File: src/rtl/dac_frame_loader.sv
// Multi-channel DAC loader: addressed serial frames into holding registers,
// transferred to the active DAC outputs on ldac or automatically.
module dac_frame_loader #(
  parameter int WIDTH = 10,
  parameter int NUM_CH = 4,
  parameter bit AUTO_UPDATE = 1'b0,
  parameter logic [WIDTH-1:0] RESET_CODE = '0
) (
  input  logic                    clk,
  input  logic                    rst_n,
  input  logic                    cs_n,
  input  logic                    bit_valid,
  input  logic                    bit_in,
  input  logic                    ldac,
  output logic [NUM_CH*WIDTH-1:0] dac_out,
  output logic                    frame_done,
  output logic                    frame_err,
  output logic                    busy
);

  localparam int ADDR_W = (NUM_CH > 1) ? $clog2(NUM_CH) : 1;
  localparam int FRAME_LEN = ADDR_W + WIDTH;
  localparam int CNT_W = $clog2(FRAME_LEN + 2);
  localparam logic [CNT_W-1:0] CNT_FULL = CNT_W'(FRAME_LEN);
  localparam logic [CNT_W-1:0] CNT_SAT = CNT_W'(FRAME_LEN + 1);

  typedef enum logic [1:0] {
    IDLE,
    SHIFT,
    COMMIT
  } state_t;

  state_t               state;
  logic [FRAME_LEN-1:0] sr;
  logic [CNT_W-1:0]     cnt;
  logic [WIDTH-1:0]     hold [NUM_CH];
  logic [WIDTH-1:0]     act  [NUM_CH];

  logic [ADDR_W-1:0] addr;
  logic [WIDTH-1:0]  code;
  logic              commit_ok;
  logic [NUM_CH-1:0] hit;

  assign addr = sr[FRAME_LEN-1 -: ADDR_W];
  assign code = sr[WIDTH-1:0];
  assign commit_ok = (state == COMMIT)
                  && (cnt == CNT_FULL)
                  && ({1'b0, addr} < (ADDR_W+1)'(NUM_CH));

  always_comb begin
    hit = '0;
    for (int k = 0; k < NUM_CH; k++) begin
      hit[k] = commit_ok && (addr == ADDR_W'(k));
    end
  end

  always_ff @(posedge clk or negedge rst_n) begin
    if (!rst_n) begin
      state      <= IDLE;
      sr         <= '0;
      cnt        <= '0;
      frame_done <= 1'b0;
      frame_err  <= 1'b0;
      busy       <= 1'b0;
    end else begin
      frame_done <= 1'b0;
      frame_err  <= 1'b0;
      unique case (state)
        IDLE: begin
          if (!cs_n) begin
            state <= SHIFT;
            busy  <= 1'b1;
            if (bit_valid) begin
              sr  <= {sr[FRAME_LEN-2:0], bit_in};
              cnt <= CNT_W'(1);
            end
          end
        end
        SHIFT: begin
          if (cs_n) begin
            state <= COMMIT;
          end else if (bit_valid) begin
            sr <= {sr[FRAME_LEN-2:0], bit_in};
            if (cnt != CNT_SAT) cnt <= cnt + CNT_W'(1);
          end
        end
        COMMIT: begin
          // one-cycle verdict; a low cs_n here is not a new frame yet
          state      <= IDLE;
          busy       <= 1'b0;
          frame_done <= commit_ok;
          frame_err  <= !commit_ok;
          sr         <= '0;
          cnt        <= '0;
        end
        default: begin
          state <= IDLE;
          busy  <= 1'b0;
        end
      endcase
    end
  end

  always_ff @(posedge clk or negedge rst_n) begin
    if (!rst_n) begin
      for (int k = 0; k < NUM_CH; k++) begin
        hold[k] <= RESET_CODE;
        act[k]  <= RESET_CODE;
      end
    end else begin
      for (int k = 0; k < NUM_CH; k++) begin
        if (hit[k]) hold[k] <= code;
        // fresh code bypasses the holding register on a same-cycle ldac
        if (ldac || (AUTO_UPDATE && hit[k])) begin
          act[k] <= hit[k] ? code : hold[k];
        end
      end
    end
  end

  for (genvar k = 0; k < NUM_CH; k++) begin : g_out
    assign dac_out[k*WIDTH +: WIDTH] = act[k];
  end

endmodule

File: config.mk
export PLATFORM = sky130hd
export DESIGN_NAME = dac_frame_loader
export DESIGN_NICKNAME = d
export VERILOG_FILES = /design/src/rtl/dac_frame_loader.sv
export SDC_FILE = /design/constraint.sdc
export NUM_CORES = 1
export LEC_CHECK = 0
export BUFFER_PORTS_ARGS = -buffer_cell sky130_fd_sc_hd__buf_2
export CORE_MARGIN = 2
export CORE_UTILIZATION = 50
export DETAILED_ROUTE_END_ITERATION = 8
export PLACE_DENSITY = 0.8
export SLEW_MARGIN = 20
export SYNTH_ARGS = -nofsm -noshare
export SYNTH_HDL_FRONTEND = slang
export SYNTH_SLANG_ARGS = --single-unit
File: constraint.sdc
create_clock -name clk -period 4.5 [get_ports clk]
set_input_delay 0.9 -clock clk [delete_from_list [all_inputs] [get_ports clk]]
set_output_delay 0.9 -clock clk [all_outputs]
set_load 0.03 [all_outputs]
==> flow_summary.rst <==
.. list-table::
   :header-rows: 1

   * - Metric
     - Value
   * - Outcome
     - finished, final reports clean
   * - Unique cell type count in the Yosys netlist
     - 31
   * - Initial DRC Count
     - between 150 and 200
   * - Synthesized-area fraction occupied by and/or/nand/nor cells
     - 0.172
   * - Signed area change from the synthesized netlist to the final layout
     - 12.6%
   * - Largest delay contributor family on the critical path
     - simple AND/OR/NAND/NOR gates
   * - I/O pin cnt
     - 49
   * - Share of total power in sequential cells
     - 0.528
   * - Worst R2R Path Depth
     - 6
   * - Clock insertion delay at the later pin of the skew report
     - ~0.37 ns
   * - Number of global-route vias before repair
     - roughly 2,600
   * - Count of hold buffers inserted by post-cts repair
     - 0
   * - Total instance count after detailed placement
     - 513
   * - Highest net fanout along the worst path
     - 10
   * - Final antenna-violating net count
     - 0
   * - Crit end category
     - flip-flop
   * - Worst setup path class
     - reg -> reg
   * - Wirelength per Cell
     - about 15 um
   * - Total iterations of the first detailed-routing run
     - 4
   * - Main synth FF type
     - dfrtp_1
   * - Clock-pin slew of the registers on the worst-case setup and hold paths
     - 0.10 ns
   * - Antenna violations before repair
     - 0
   * - Unrepaired setup endpoints after global routing
     - no
   * - Ordered list of cells on the worst path
     - inv_1 > ha_1 > nand4_4 > nor3b_2 > mux2_2 > mux2_2
   * - Y dimension of the die
     - ~94 um
   * - Post-cts repair resize count
     - 0
   * - DRC violations left
     - 0
   * - Endpoint required time on the critical path
     - between 4 and 5 ns
   * - Reg-to-reg critical path startpoint
     - state[0]$_DFFE_PN0P_
   * - # rows
     - 32
   * - Fraction of synthesized cell area in xor and xnor cells
     - 0.00218
   * - Slew at the pin closest to its max-slew limit
     - 0.848 ns
   * - Number of buffers on the longest clock path
     - 2
   * - Share of async-settable or async-resettable flops after synthesis
     - 1.00
   * - Pin count of the biggest net entering global routing
     - between 70 and 80
   * - Power density over the cells
     - around 470 nW/um2
   * - Main combinational cell family by area after synthesis
     - simple AND/OR/NAND/NOR gates
   * - Seq cells post-synth
     - between 100 and 150
   * - Sw power
     - approximately 720 uW
   * - CTS root buffer
     - clkbuf_8
   * - Hold Crit Depth
     - 2
   * - Global router's overall resource usage
     - 0.187
   * - Sink Count
     - between 100 and 150
   * - Clock tree from TritonCTS
     - done
   * - End of the worst register-to-register path
     - dac_out[10]$_DFFE_PN0P_
   * - Starting density of the core
     - 0.518
   * - Inserted Clock Buffers
     - 9
   * - Number of max-cap violations
     - 0
   * - Number of vias per cell
     - around 5.2
   * - Worst rel slew slack
     - 0.432
   * - Worst clock skew
     - about 0.014 ns
   * - Horizontal extent of the die
     - 93.7 um
   * - Sw Ratio
     - 0.341
   * - Combinational cell fraction of total power
     - 0.194
   * - Worst endpoint data arrival time
     - approximately 2.8 ns
   * - Total Nets Final
     - 437
   * - Cell repeated most along the worst path
     - mux2_2
   * - Routed via count
     - roughly 2,800
   * - CP Launch Type
     - flip-flop
   * - Net Count, Synth
     - 393
   * - Die area
     - roughly 9000 um2
   * - Timing-limited maximum frequency
     - between 300 and 400 MHz
   * - Worst setup path endpoint
     - dac_out[10]$_DFFE_PN0P_
   * - Crit path max-delay cell type
     - nor3b_2
   * - Worst path buffer plus inverter count
     - 1
   * - Part of the Yosys area used for sequential elements
     - 0.628
   * - Fraction of final layout cells with drive strength greater than 1
     - 0.218
   * - Worst IR drop on VDD
     - roughly 0.36 mV
   * - Hpwl dp
     - roughly 5100 um
   * - Critical path origin
     - state[0]$_DFFE_PN0P_
   * - Final Setup Violations
     - 0
   * - Synthesized-area fraction occupied by ao, oa, aoi and oai cells
     - 0.0792
   * - Synthesized area per cell
     - between 10 and 15 um2
   * - Hold WC Path Type
     - reg -> reg
   * - Delay of the slowest cell on the worst path
     - 0.74 ns
   * - Core outline area
     - 7770 um2
   * - Mux share of post-synthesis cell area
     - 0.0622
   * - Proportion of power drawn by the clock network
     - 0.278
   * - Total of buffers placed on input and output ports
     - 48
   * - Internal cell power
     - 1.40 mW
   * - Synth Warn #
     - 0
   * - RePlAce Congestion
     - between 0.7 and 0.8
   * - Number of enable-type register cells in the synthesized netlist
     - 0
   * - Total stage count of the critical path
     - 6
   * - Register-to-register setup slack
     - between 1.5 and 2 ns
   * - CTS H-Tree Depth
     - 3
   * - Buffers inserted by post-CTS timing repair
     - 0
   * - Final slew viol count
     - 0
   * - Aggregate global routing overflow
     - 0
   * - Number of instances in the synthesized netlist
     - between 300 and 400
   * - Share of the clock period used by the worst path
     - 0.558
   * - Number of cells in the finished layout apart from fillers
     - around 530
   * - N_diodes
     - 0
   * - Adder-cell share of the synthesized area
     - 0.0280
   * - Setup TNS
     - 0 ns
   * - Tmin final
     - 2.51 ns
   * - Leakage power of the design
     - approximately 2.4 nW
   * - Final Hold Viols
     - 0
   * - Netlist area before placement
     - between 4000 and 5000 um2
   * - Total wire length after detailed routing
     - 7760 um
   * - Wire length of the first global-routing pass
     - roughly 13,000 um
## sequential cells by signal, indices dropped and copies added (netlist names)
| signal | count |
|---|---|
| dac_out | 40 |
| sr | 12 |
| state | 2 |
| cnt | 4 |
| frame_done | 1 |
| frame_err | 1 |
| hold | 40 |
| busy | 1 |
## cell type report
cell class              instances  area, um2
multi-input cells             253       1390
clock inverters                 6       68.8
well taps                     102        128
fillers                       684       3230
inverters                       7       26.3
flip-flops and latches        101       2530
repair buffers                 50        258
clock buffers                  10        138
## cell usage in the layout, fill, tap and decap left out, types with 2 or more instances in the layout
master	count
nand2_1	120
dfrtp_1	101
buf_2	47
nor2_1	33
a31oi_1	31
mux2_2	20
o21ai_0	17
clkbuf_8	10
ha_1	9
inv_1	7
nand3_1	3
buf_4	3
nor3b_2	2
a21oi_1	2
inv_6	2
## synth_stat cells, types with 2 or more instances
| cell type | count | share of area |
|---|---|---|
| inv_1 | 7 | 0.0065 |
| clkbuf_1 | 10 | 0.0093 |
| nand2_1 | 120 | 0.11 |
| dfrtp_1 | 101 | 0.63 |
| buf_2 | 4 | 0.0050 |
| nor2_1 | 33 | 0.031 |
| mux2_2 | 20 | 0.056 |
| buf_6 | 2 | 0.0056 |
| ha_1 | 9 | 0.028 |
| o21ai_0 | 17 | 0.021 |
| nand3_1 | 3 | 0.0037 |
| a21oi_1 | 2 | 0.0025 |
| nor3b_2 | 2 | 0.0062 |
| a31oi_1 | 31 | 0.048 |
## stage by stage
stage	total power, mW	hold slack [ns]	setup slack, ns	utilization	cell area (um2)
CTS	2.13	0.475	1.99	0.583	4530
global placement	1.52	0.444	2.06	0.557	4320
floorplan	1.40	0.433	2.59	-	4030
detailed placement	1.54	0.452	1.90	0.557	4320
global route	2.23	0.499	1.87	0.584	4530
finish	2.12	0.474	1.99	0.584	4530
## power by group through the flow
stage | Combinational (mW) | Sequential (mW) | Clock [mW]
3_3_place_gp | 0.385 | 1.13 | 0
4_1_cts | 0.408 | 1.12 | 0.602
2_1_floorplan | 0.275 | 1.12 | 0
5_1_grt | 0.458 | 1.14 | 0.641
3_5_place_dp | 0.408 | 1.13 | 0
6_report | 0.411 | 1.12 | 0.591
## layer usage
| layer | share of wire | global-route usage | vias to the layer above |
|---|---|---|---|
| li1 | - | - | 1354 |
| met1 | 0.48 | 0.264 | 1341 |
| met2 | 0.46 | 0.281 | 60 |
| met3 | 0.052 | 0.0602 | 10 |
| met4 | 0.011 | 0.0507 | 0 |
| met5 | 0 | 0 | - |
## kinds of logic after synthesis
kind of cell,Yosys count
xor+xnor,1
mux,22
buf+inv,24
simple gates,167
compound gates,54
flops,101
fa+ha+maj,9
## worst min-delay path, delay by kind of cell, from the launching register on
family        cells  cell delay [ns]
simple gates      2             0.11
flops             1             0.34
## worst min-delay path by stage
stage | from | to | slack [ns]
3_5_place_dp | hold[6]$_DFF_PN0_ | hold[6]$_DFF_PN0_ | 0.45
4_1_cts | hold[6]$_DFF_PN0_ | hold[6]$_DFF_PN0_ | 0.47
2_1_floorplan | hold[2]$_DFF_PN0_ | hold[2]$_DFF_PN0_ | 0.43
3_3_place_gp | hold[32]$_DFF_PN0_ | hold[32]$_DFF_PN0_ | 0.44
5_1_grt | hold[6]$_DFF_PN0_ | hold[6]$_DFF_PN0_ | 0.50
6_report | hold[6]$_DFF_PN0_ | hold[6]$_DFF_PN0_ | 0.47
(Power assumes the default switching activity.)
